## src/rtl/instr_fetch_seq.sv

```systemverilog
// Instruction fetch sequencer: pulls opcode (+ optional operand) bytes from program
// memory, presents them to the decoder with valid/ready, and owns the PC.
module instr_fetch_seq #(
    parameter int ADDR_WIDTH   = 8,
    parameter int RESET_VECTOR = 0,
    parameter int CNT_WIDTH    = 16
) (
    input  logic                  clk,
    input  logic                  rst_n,
    output logic                  mem_req,
    output logic [ADDR_WIDTH-1:0] mem_addr,
    input  logic                  mem_ack,
    input  logic [7:0]            mem_rdata,
    output logic [7:0]            instr,
    output logic [7:0]            imm,
    output logic                  instr_valid,
    input  logic                  instr_ready,
    output logic                  illegal,
    output logic [ADDR_WIDTH-1:0] pc,
    output logic [CNT_WIDTH-1:0]  icount
);

    localparam logic [ADDR_WIDTH-1:0] RV     = ADDR_WIDTH'(RESET_VECTOR);
    localparam logic [7:0]            OP_NOP = 8'd12;
    localparam logic [7:0]            OP_LDI = 8'd13;
    localparam logic [7:0]            OP_JMP = 8'd14;
    localparam logic [7:0]            OP_RST = 8'd15;
    localparam logic [7:0]            OP_BAD = 8'd32;

    typedef enum logic [1:0] {IDLE, FETCH, OPERAND, ISSUE} state_t;

    state_t                state_reg;
    logic [7:0]            ir_reg;
    logic [7:0]            instr_reg;
    logic [7:0]            imm_reg;
    logic                  valid_reg;
    logic                  mem_req_reg;
    logic [ADDR_WIDTH-1:0] mem_addr_reg;
    logic [ADDR_WIDTH-1:0] pc_reg;
    logic [CNT_WIDTH-1:0]  icount_reg;

    logic [ADDR_WIDTH-1:0] pc_inc;
    logic [ADDR_WIDTH-1:0] pc_next;
    logic                  accept;

    assign pc_inc = pc_reg + ADDR_WIDTH'(1);
    assign accept = valid_reg && instr_ready;

    // PC to resume from once the current instruction retires; imm_reg holds the JMP target.
    always_comb begin
        pc_next = pc_reg;
        if (ir_reg == OP_JMP) begin
            pc_next = imm_reg[ADDR_WIDTH-1:0];
        end else if (ir_reg >= OP_RST && ir_reg < OP_BAD) begin
            pc_next = RV;
        end
    end

    always_ff @(posedge clk or negedge rst_n) begin
        if (!rst_n) begin
            state_reg    <= IDLE;
            ir_reg       <= OP_NOP;
            instr_reg    <= OP_NOP;
            imm_reg      <= 8'd0;
            valid_reg    <= 1'b0;
            mem_req_reg  <= 1'b0;
            mem_addr_reg <= RV;
            pc_reg       <= RV;
            icount_reg   <= '0;
        end else begin
            case (state_reg)
                IDLE: begin
                    state_reg    <= FETCH;
                    mem_req_reg  <= 1'b1;
                    mem_addr_reg <= pc_reg;
                end
                FETCH: begin
                    if (mem_ack) begin
                        ir_reg <= mem_rdata;
                        pc_reg <= pc_inc;
                        if (mem_rdata == OP_LDI || mem_rdata == OP_JMP) begin
                            state_reg    <= OPERAND;
                            mem_addr_reg <= pc_inc;
                        end else begin
                            state_reg   <= ISSUE;
                            mem_req_reg <= 1'b0;
                            valid_reg   <= 1'b1;
                            instr_reg   <= (mem_rdata >= OP_BAD) ? OP_NOP : mem_rdata;
                            imm_reg     <= 8'd0;
                        end
                    end
                end
                OPERAND: begin
                    if (mem_ack) begin
                        imm_reg     <= mem_rdata;
                        instr_reg   <= ir_reg;
                        pc_reg      <= pc_inc;
                        state_reg   <= ISSUE;
                        mem_req_reg <= 1'b0;
                        valid_reg   <= 1'b1;
                    end
                end
                ISSUE: begin
                    if (accept) begin
                        valid_reg    <= 1'b0;
                        pc_reg       <= pc_next;
                        mem_req_reg  <= 1'b1;
                        mem_addr_reg <= pc_next;
                        state_reg    <= FETCH;
                        if (icount_reg != '1) begin
                            icount_reg <= icount_reg + CNT_WIDTH'(1);
                        end
                    end
                end
                default: state_reg <= IDLE;
            endcase
        end
    end

    // The illegal flag marks the acceptance cycle itself, so it follows the handshake directly.
    assign illegal     = accept && (ir_reg >= OP_BAD);
    assign mem_req     = mem_req_reg;
    assign mem_addr    = mem_addr_reg;
    assign instr       = instr_reg;
    assign imm         = imm_reg;
    assign instr_valid = valid_reg;
    assign pc          = pc_reg;
    assign icount      = icount_reg;

endmodule

```

## config.mk

```make
export PLATFORM = sky130hd
export DESIGN_NAME = instr_fetch_seq
export DESIGN_NICKNAME = d
export VERILOG_FILES = /design/src/rtl/instr_fetch_seq.sv
export SDC_FILE = /design/constraint.sdc
export NUM_CORES = 1
export LEC_CHECK = 0
export ABC_CLOCK_PERIOD_IN_PS = 2000
export CORE_ASPECT_RATIO = 1.25
export CORE_MARGIN = 2
export CORE_UTILIZATION = 48
export CTS_BUF_LIST = sky130_fd_sc_hd__clkbuf_4
export DETAILED_ROUTE_END_ITERATION = 12
export PLACE_DENSITY = 0.77
export SYNTH_ARGS = -nofsm -noshare
export SYNTH_HDL_FRONTEND = slang
export SYNTH_SLANG_ARGS = --single-unit
```

## constraint.sdc

```tcl
create_clock -name clk -period 2 [get_ports clk]
set_input_delay 0.2 -clock clk [delete_from_list [all_inputs] [get_ports clk]]
set_output_delay 0.2 -clock clk [all_outputs]
set_load 0.01 [all_outputs]
```

==> results of run 1 <==
## power by group through the flow
stage               sequential [W]  combinational [W]  clock, W
floorplan                  0.00227            0.00181         0
global placement           0.00223            0.00324         0
CTS                        0.00222            0.00344  0.000992
detailed placement         0.00224            0.00332         0
finish                     0.00226            0.00364  0.000980
global route               0.00233            0.00394   0.00106
## cell usage in the layout (no fill, tap or decap), types with 3 or more instances in the layout
cell / n
a21oi_1: 9
a221o_1: 3
a221o_2: 3
a222oi_1: 6
a22o_1: 14
a22oi_1: 3
and3_1: 5
buf_4: 29
clkbuf_4: 11
clkdlybuf4s50_1: 61
dfrtp_1: 56
dfstp_2: 4
ha_1: 3
inv_1: 7
mux2_2: 10
nand2_1: 38
nand3_1: 11
nand4_1: 11
nor2_1: 7
nor4_1: 3
o21ai_0: 21
or3_1: 5
xnor2_1: 14
xor2_1: 4
## worst min path at each step
stage               slack (ns)   from        end  depth (start not counted)
global route              0.34  rst_n  icount[4]                          3
detailed placement        0.23  rst_n    mem_req                          2
CTS                       0.31  rst_n  icount[4]                          3
floorplan                 -0.1  rst_n  icount[0]                          0
finish                    0.29  rst_n  ir_reg[0]                          3
global placement          0.23  rst_n    mem_req                          2
## synthesized netlist by cell type, drive strengths merged (2+ instances only)
| cell type | number | share of area |
|---|---|---|
| a222oi | 6 | 0.019 |
| dfrtp | 56 | 0.45 |
| o21a | 2 | 0.0048 |
| or2 | 3 | 0.0060 |
| clkbuf | 9 | 0.019 |
| nand2 | 39 | 0.048 |
| nor4 | 3 | 0.0060 |
| nand3 | 11 | 0.018 |
| a22oi | 3 | 0.0073 |
| nor2 | 10 | 0.013 |
| a21boi | 2 | 0.0060 |
| mux2 | 10 | 0.036 |
| nor2b | 2 | 0.0040 |
| o31ai | 2 | 0.0048 |
| ha | 6 | 0.024 |
| inv | 9 | 0.011 |
| a221oi | 2 | 0.0056 |
| nand4 | 11 | 0.022 |
| xor2 | 4 | 0.011 |
| o21ai | 23 | 0.041 |
| nor3 | 3 | 0.0048 |
| a22o | 14 | 0.040 |
| a21oi | 10 | 0.016 |
| xnor2 | 14 | 0.040 |
| o22ai | 2 | 0.0040 |
| dfstp | 4 | 0.034 |
| buf | 6 | 0.013 |
| o211ai | 2 | 0.0048 |
| and2 | 2 | 0.0040 |
| a31oi | 2 | 0.0040 |
| and3 | 7 | 0.016 |
| a221o | 6 | 0.021 |
| or3 | 6 | 0.012 |
## layer usage
layer / share of wire / GRT usage / vias up
met3: 0.052 / 0.0471 / 11
met5: 0 / 0 / -
met4: 0.017 / 0.0955 / 0
met2: 0.51 / 0.390 / 114
li1: - / - / 1304
met1: 0.42 / 0.279 / 1374
## stage by stage
stage | std cells | total power, W | setup WS [ns]
global route | 482 | 0.00732 | -0.0224
detailed placement | 461 | 0.00556 | -0.0339
floorplan | 301 | 0.00409 | 0.0109
finish | 482 | 0.00688 | 0.0314
CTS | 480 | 0.00665 | 0.00566
global placement | 461 | 0.00546 | 0.0183
## cells by family after synthesis
group / count (synthesis) / synth area share
compound gates: 81 / 0.192
mux: 11 / 0.0395
simple gates: 101 / 0.164
fa+ha+maj: 6 / 0.0242
buf+inv: 24 / 0.0435
xor+xnor: 18 / 0.0508
flops: 60 / 0.485
## area by class of cell
| class | instances | share of cell area |
|---|---|---|
| multi-input cells | 217 | 0.364 |
| flip-flops and latches | 60 | 0.355 |
| repair buffers | 95 | 0.211 |
| well taps | 85 | 0.0251 |
| clock buffers | 11 | 0.0195 |
| clock inverters | 5 | 0.0180 |
| inverters | 9 | 0.00796 |
## critical path: cells and delay by family (launching register included)
kind / cells / cell delay (ns)
compound gates: 2 / 0.56
fa+ha+maj: 1 / 0.28
buf+inv: 1 / 0.07
mux: 1 / 0.28
simple gates: 2 / 0.25
flops: 1 / 0.39
## repair_timing
item	CTS	global route
hold endpoints to repair	56	0
pin swaps	0	3
resized for setup	6	14
buffers inserted	2	2
setup endpoints to repair	4	26
cloned	0	0
hold buffers	1	0
==> impl_results.md, run 1 <==
* Reg-to-reg endpoint: pc[7]
* Core ar. at 6210 um2
* Worst hold slack at 0.293 ns
* Initial DRC Count at around 300
* Antenna cells at 0
* Initial antenna violation count at 0
* Post-Syn Area at approximately 3100 um2
* Clock latency at the later pin of the worst-skew pair at roughly 0.42 ns
* Post-DRT Antenna Nets at 0
* Crit path DAT at approximately 2.3 ns
* Count of different cell masters after synthesis at 56
* Peak VDD IR at approximately 840 uV
* Setup violations, final at 0
* Final nets at around 400
* Sinks on Clock Net at 60
* Critical Path Start: state_reg[1]
* Top_reg_cell synth: dfrtp_1
* Max-Cap Viols at 0
* First-pass GRT wire length at roughly 13 mm
* Placed Area at between 3000 and 4000 um2
* Worst flop-to-flop path startpoint: state_reg[1]
* Slowest CP cell: dfrtp_1
* Synth Area per Inst at between 10 and 15 um2
* Vias/cell at ~5.8
* Cell Pwr Density at about 1600 nW/um2
* Layout cell share with drive strength beyond 1 at 0.219
* Int Power at 0.00419 W
* Worst setup path end: pc[7]
* Final TNS setup at 0 ns
* TritonCTS clock tree: done
* CP cell instances: inv_2 -> ha_4 -> mux2i_4 -> nor2_4 -> and3_4 -> a22o_1 -> a221o_2
* Worst slew pin tran at around 0.48 ns
* Largest net degree at the start of global routing at 61
* Post-Synthesis Cells at between 300 and 400
* WL/cell at 16.5 um
* Run status: finished, final reports clean
* Area of the multi-input gates at around 1500 um2
* Floorplan row count at 32
* Final WL at a little under 8 mm
* Worst setup SP type: flop
* Initial Utilization at 0.500
* DR vias at roughly 2800
* Switching Power at between 0.002 and 0.003 W
* Die height at 93.9 um
* Cells on worst reg2reg path at 7
* Number of global-route vias before repair at 2587
* Yosys warning count at 0
* Fin crit share at 0.984
* RSZ-0062 raised after global routing: yes
* DR DRC count at 0
* WS Path Type: flop to flop
* Placer Congestion at between 0.8 and 0.9
* Die ar. at 7130 um2
* Register clock-pin slew on the reported worst setup and hold paths at 0.10 ns
* Data required time of the worst path at around 2.3 ns
* Peak Freq at roughly 0.5 GHz
* Crit Path Max Fanout at 4
* PortBufs at just over 60
* Clock power frac at 0.143
* CP Capture Type: flop
* Post-synth EDFFs at 0
* CTS Buffer Depth at 2
* Post-layout min period at just under 2 ns
* Final Hold Vio Count at 0
* Design area at 4240 um2
* Switching power share of the total at 0.391
* Pre-Repair DR Iteration Count at 5
* Max FFs per register at 16
* H-tree levels at 3
* Post-synthesis net count at between 300 and 400
* All-Layer GR Usage at 0.227
* Final design utilization at 0.684
* Ports at 63
* Slew headroom at 0.676
* Fillers at ~480
* Flop pwr share at 0.328
* Die width at 75.9 um
* Skew final at approximately 0.012 ns
* Seq. cell area at 1510 um2
* Dpl hpwl at 5.61 mm
* Leakage Power at 1.81 nW
* CTS root buffer: clkbuf_4
* R2R Setup Slk at approximately 0.031 ns
* Sequential share of the synthesized area at 0.485
* Combinational power share at 0.529
* Asr flop ratio synth at 1.00
* Inserted Clock Buffers at 9
* Area growth syn-to-layout at 36.8%
* Slowest stage delay, CP at slightly below 0.4 ns
* Yosys reg bits at 60
* Remaining global-route overflow at 0
* Slew Limit Fails at 0
* Worst min-delay path category: primary input to async pin
(Power assumes the default switching activity.)
==> inputs of run 2 (changes only) <==
- ABC_AREA: not set -> 1
- CORE_UTILIZATION: 48 -> 49
- PLACE_DENSITY: 0.77 -> 0.76
==> run 2 against run 1 <==
Die area is 4.3% higher. Global-route usage is 0.61 points higher. Wire length is 2.2% higher. Fmax is 4.1% higher. Critical path type is now flop to primary output. Design area is 1.0% lower. Clock power is 25% lower. Via count is 12% higher. Highest routed layer unchanged. Sequential power is 3% lower.
==> impl_results.md, run 2 <==
* Fillers at 584 (was 484)
* PortBufs at 62 (unchanged)
* Skew final at 0.0199 ns (was 0.0119 ns)
* Register clock-pin slew on the reported worst setup and hold paths at 0.11 ns (was 0.10 ns)
* Synth Area per Inst at 7.49 um2 (was 10.3 um2)
* Post-Synthesis Cells at 442 (was 301)
* Slowest stage delay, CP at 0.54 ns (was 0.39 ns)
* Synth cell count leaders: 139 x nand2_1, 58 x inv_1, 56 x dfrtp_1, 35 x nand3_1, 35 x o21ai_0 (was 56 x dfrtp_1, 38 x nand2_1, 21 x o21ai_0, 14 x a22o_1, 14 x xnor2_1)
* Worst slew pin tran at 0.565 ns (was 0.484 ns)
* Layout cell share with drive strength beyond 1 at 0.0956 (was 0.219)
* Core ar. at 6570 um2 (was 6210 um2)
* Max FFs per register at 16 (unchanged)
* R2R Setup Slk at 0.17 ns (was 0.03 ns)
* Post-synth EDFFs at 0 (unchanged)
* Largest net degree at the start of global routing at 37 (was 61)
* WS Path Type: flop to primary output (was flop to flop)
* Final design utilization at 0.640 (was 0.684)
* Sinks on Clock Net at 60 (unchanged)
* Vias/cell at 5.13 (was 5.82)
* Peak Freq at 0.529 GHz (was 0.508 GHz)
* Top cells by area, synth: dfrtp_1 42%, nand2_1 16%, inv_1 6.6% (was dfrtp_1 45%, nand2_1 4.6%, a22o_1 4.0%)
* DR DRC count at 0 (unchanged)
* Inserted Clock Buffers at 9 (unchanged)
* Crit Path Max Fanout at 3 (was 4)
* Top_reg_cell synth: dfrtp_1 (unchanged)
* Cell taking the most area after synthesis: dfrtp_1 (unchanged)
* Post-synthesis net count at 460 (was 319)
* Max-Cap Viols at 0 (unchanged)
* CTS root buffer: clkbuf_4 (unchanged)
* Sequential share of the synthesized area at 0.455 (was 0.485)
* Slowest CP cell: clkdlybuf4s50_1 (was dfrtp_1)
* Cell Pwr Density at 1540 nW/um2 (was 1620 nW/um2)
* Leakage Power at 2.09 nW (was 1.81 nW)
* RSZ-0062 raised after global routing: no (was yes)
* Pre-Repair DR Iteration Count at 5 (unchanged)
* Ports at 63 (unchanged)
* TritonCTS clock tree: done (unchanged)
* Final Hold Vio Count at 0 (unchanged)
* Placed Area at 4070 um2 (was 3960 um2)
* Asr flop ratio synth at 1.00 (unchanged)
* Worst min-delay path category: primary input to async pin (unchanged)
* Slew Limit Fails at 0 (unchanged)
* Dpl hpwl at 6.20 mm (was 5.61 mm)
* DR vias at 3129 (was 2803)
* Yosys reg bits at 60 (unchanged)
* Floorplan row count at 33 (was 32)
* Area growth syn-to-layout at 26.9% (was 36.8%)
* Data required time of the worst path at 1.80 ns (was 2.30 ns)
* CP Capture Type: primary output (was flop)
* CTS Buffer Depth at 2 (unchanged)
* Number of global-route vias before repair at 3024 (was 2587)
* Most common cell in the netlist: nand2_1 (was dfrtp_1)
* Worst setup SP type: flop (unchanged)
* Final nets at 536 (was 410)
* Placed Instances at 592 (was 461)
* Die ar. at 7440 um2 (was 7130 um2)
* Initial antenna violation count at 0 (unchanged)
* First-pass GRT wire length at 13.6 mm (was 12.8 mm)
* Placer Congestion at 0.875 (was 0.890)
* All-Layer GR Usage at 0.233 (was 0.227)
* Worst hold slack at 0.298 ns (was 0.293 ns)
* Slew headroom at 0.623 (was 0.676)
* Run status: finished, final reports clean (unchanged)
* Die height at 95.9 um (was 93.9 um)
* Remaining global-route overflow at 0 (unchanged)
* Design area at 4200 um2 (was 4240 um2)
* Clock latency at the later pin of the worst-skew pair at 0.41 ns (was 0.42 ns)
* WL/cell at 13.3 um (was 16.5 um)
* Peak VDD IR at 869 uV (was 839 uV)
* CP cell instances: nand2_1 -> nor2_1 -> clkdlybuf4s50_1 (was inv_2 -> ha_4 -> mux2i_4 -> nor2_4 -> and3_4 -> a22o_1 -> a221o_2)
* Crit path DAT at 1.69 ns (was 2.27 ns)
* Final WL at 8.10 mm (was 7.93 mm)
* Antenna cells at 0 (unchanged)
* Non-Filler Instances at 610 (was 482)
* Die width at 77.5 um (was 75.9 um)
* Fin crit share at 0.945 (was 0.984)
* Setup violations, final at 0 (unchanged)
* Initial DRC Count at 152 (was 298)
* Yosys warning count at 0 (unchanged)
* H-tree levels at 3 (unchanged)
* Post-layout min period at 1.89 ns (was 1.97 ns)
* Post-synth top area share at 0.423 (was 0.452)
* Most frequent cells in the layout: 139 x nand2_1, 61 x clkdlybuf4s50_1, 58 x inv_1 (was 61 x clkdlybuf4s50_1, 56 x dfrtp_1, 38 x nand2_1)
* Count of different cell masters after synthesis at 30 (was 56)
* Post-Syn Area at 3310 um2 (was 3100 um2)
* Post-DRT Antenna Nets at 0 (unchanged)
* Final TNS setup at 0 ns (unchanged)
* Initial Utilization at 0.504 (was 0.500)
* Commonest non-fill, non-tap cell in the layout: nand2_1 (was clkdlybuf4s50_1)
## run 2: cell count changes after synthesis, sizes merged, moves of 8 or more
cell / before / now
mux2: 10 / 0
xnor2: 14 / 6
inv: 9 / 64
o22ai: 2 / 11
nor2: 10 / 34
o21ai: 23 / 40
a22o: 14 / 0
nand2: 39 / 143
nand3: 11 / 37
## run 2: final cells by class
| cell class | instances | area [um2] | area share |
|---|---|---|---|
| Multi-Input combinational cell | 310 | 1520 | 0.362 |
| Sequential cell | 60 | 1510 | 0.359 |
| Timing Repair Buffer | 73 | 713 | 0.170 |
| Inverter | 64 | 240 | 0.0572 |
| Tap cell | 87 | 109 | 0.0259 |
| Clock buffer | 13 | 97.6 | 0.0232 |
| Clock inverter | 3 | 13.8 | 0.00328 |
## run 2: power by group
| part | leakage (nW) | switching (W) | total, W | internal, W |
|---|---|---|---|---|
| Combinational | 1.27 | 0.00194 | 0.00352 | 0.00158 |
| Sequential | 0.749 | 0.000461 | 0.00219 | 0.00173 |
| Clock | 0.0692 | 0.000429 | 0.000734 | 0.000305 |
| Total | 2.09 | 0.00284 | 0.00645 | 0.00362 |
## run 2: repair_timing
| action | in CTS | in global routing |
|---|---|---|
| resized for setup | 0 | 2 |
| buffers inserted | 0 | 1 |
| hold endpoints to repair | 24 | 0 |
| endpoints found under the setup margin | 0 | 14 |
| hold buffers | 1 | 0 |
## run 2: stage by stage
stage	total power [W]	setup WS (ns)
after floorplan	0.00425	0.345
after global placement	0.00561	0.189
after CTS	0.00646	0.0291
after detailed placement	0.00570	0.142
final	0.00645	0.109
after global routing	0.00701	0.0197
## run 2: path summary, 6_finish.rpt
| path | end | cells past startpoint | from |
|---|---|---|---|
| setup / recovery | illegal | 3 | instr_valid |
| max in group asynchronous | ir_reg[2] | 3 | rst_n |
| setup reg to reg | icount[3] | 10 | icount[0] |
| hold reg to reg | mem_addr[5] | 2 | mem_addr[5] |
| hold / removal | icount[6] | 2 | rst_n |
| min in group clk | imm[7] | 3 | mem_rdata[7] |
## run 2: cell families after synthesis
family / share of synthesized area
simple gates: 0.289
buf+inv: 0.0873
compound gates: 0.112
flops: 0.455
xor+xnor: 0.0344
fa+ha+maj: 0.0227
## run 2: worst max-delay path: cells and delay by family, from the launching register on
kind                   cells  cell delay, ns
DFF                        1            0.42
and+or+nand+nor            2            0.31
buffers and inverters      1            0.54
## run 2: routing by layer
| layer | track usage | part of all wire | vias up |
|---|---|---|---|
| li1 | - | - | 1564 |
| met1 | 0.282 | 0.44 | 1446 |
| met2 | 0.403 | 0.49 | 100 |
| met3 | 0.0366 | 0.048 | 19 |
| met4 | 0.122 | 0.025 | 0 |
| met5 | 0 | 0 | - |
==> RTL edit: new RTL, settings of run 1 <==
Register the output `icount` once more, with the module's reset; this adds one clock of latency there. The other outputs are not delayed to match.
--- a/src/rtl/instr_fetch_seq.sv
+++ b/src/rtl/instr_fetch_seq.sv
@@ -127,3 +127,9 @@
     assign pc          = pc_reg;
-    assign icount      = icount_reg;
+    always_ff @(posedge clk or negedge rst_n) begin
+        if (!rst_n) begin
+            icount <= '0;
+        end else begin
+            icount <= icount_reg;
+        end
+    end
 
Check against the original RTL: not equivalent (Yosys sat finds a counterexample within 4 cycles, from zero or initial values and one cycle with rst_n low).
==> RTL edit against run 1 <==
Sequential cell count rose by 16. Clock power down 13%. Worst hold slack improved by 21 ps. Worst setup slack better by 28 ps. Via count grew 2.4%. Total power about the same. Synthesized cell count increased by 13%. Final area is 8.6% higher. Wire length decreased by 4.1%. Area after synthesis increased by 14%. Sequential power rose by 9.7%. First-iteration DRC count fell by 41%. Critical endpoint is now pc[3].
==> RTL edit: results (changes against run 1) <==
Global routing:
- The routing usage on met2 was 0.316 (-0.0739).
- The overall track demand over capacity in global routing was 0.206 (-0.0207).
- The met1 capacity usage during global routing is 0.290 (+0.0101).
- The met3 track demand over resource is 0.0306 (-0.0165).

STA:
- The measured slew at the worst slew-check pin was 510 ps (+26.0 ps).
- The portion of the clock cycle consumed by the worst path in the final layout is 0.970 (-0.0139).
- The final worst clock skew was 20.8 ps (+8.93 ps).

Finish:
- The flip-flop count of the largest register after layout is 32 (+16).
- The clock-cell share of area is 0.0271 (-0.0103).
- The non-clock inverter total of the final layout is 5 (-4).
- The share of cells above drive strength 1 is 0.183 (-0.0358).
- The fraction of standard cell area in multi-input logic is 0.340 (-0.0238).
- The number of non-filler instances in the completed layout came to 523 (+8.5%).
- The net count of the finished layout came to 444 (+8.3%).

Placement:
- The pre-CTS worst setup slack is 80.2 ps (+114 ps).
- The area of placed instances came to 4430 um^2 (+12%).
- The final weighted congestion of routability-driven global placement is 0.829 (-6.9%).
- The detailed placement HPWL is 5550 um (-1.1%).

Clock network:
- The number of clock sinks seen by CTS is 76 (+27%).
- The clock-pin slew on the worst setup and hold paths came to 140 ps (+40 ps).

Worst setup path:
- The endpoint identified for the worst register-to-register timing path is pc[3].
- The maximum fanout encountered on the critical timing path was 11 (+7).
- In this design, the largest share of critical-path delay is due to simple AND/OR/NAND/NOR gates.

Run status:
- The run finished with clean final reports.

Synthesis:
- Yosys attributes the largest share of cell area to sky130_fd_sc_hd__dfrtp_1 51%, sky130_fd_sc_hd__nand2_1 3.5%, sky130_fd_sc_hd__nor2_1 3.5%, sky130_fd_sc_hd__a21oi_1 3.3%, sky130_fd_sc_hd__dfstp_2 3.0%.
- The portion of synthesized cell area occupied by the leading cell type is 0.509 (+0.0578).
- The commonest cells after synthesis are 72 x sky130_fd_sc_hd__dfrtp_1, 33 x sky130_fd_sc_hd__nand2_1, 33 x sky130_fd_sc_hd__nor2_1.
- The share of the yosys chip area belonging to registers came to 0.539 (+0.0536).
- The gate count after technology mapping is 339 (+13%).
- The mean post-synth cell area is 10.4 um^2 (+1.2%).

Power:
- The internal power consumption is 4.13 mW (-1.4%).
- The reported leakage power is 2.03 nW (+12%).
- The combinational power share is 0.516 (-0.013).
- The net load switching power is 2.75 mW (+2.3%).

Routing:
- The vias per cell is 5.49 (-5.7%).
- The routed length on met3 is 298 um (-27%).
-- RTL edit: changes by cell type in the layout (fill, tap and decap cells not counted), sizes merged, moves of 5 or more --
cell and delta:
nor3 +6, nand2 -6, nand4 -5, a221o -6, a21oi +13, a222oi -6, nor2 +23, dfrtp +16
a31oi +6, o221ai +10, o21ai -13
-- RTL edit: repair_timing --
action / 4_1_cts / 5_1_grt
setup endpoints to repair: 1 / 10
hold endpoints to repair: 72 / 0
pin swaps: 0 / 4
resized for setup: 2 / 10
hold buffers: 1 / 0
setup buffers: 1 / 0
-- RTL edit: kinds of logic (layout without fill, tap and decap cells) --
group / count (synthesis) / after routing / synth area share
simple gates: 123 / 123 / 0.171
compound gates: 80 / 80 / 0.158
flops: 76 / 76 / 0.539
buf+inv: 24 / 116 / 0.0294
xor+xnor: 19 / 19 / 0.0470
mux: 11 / 11 / 0.0343
fa+ha+maj: 6 / 6 / 0.0212
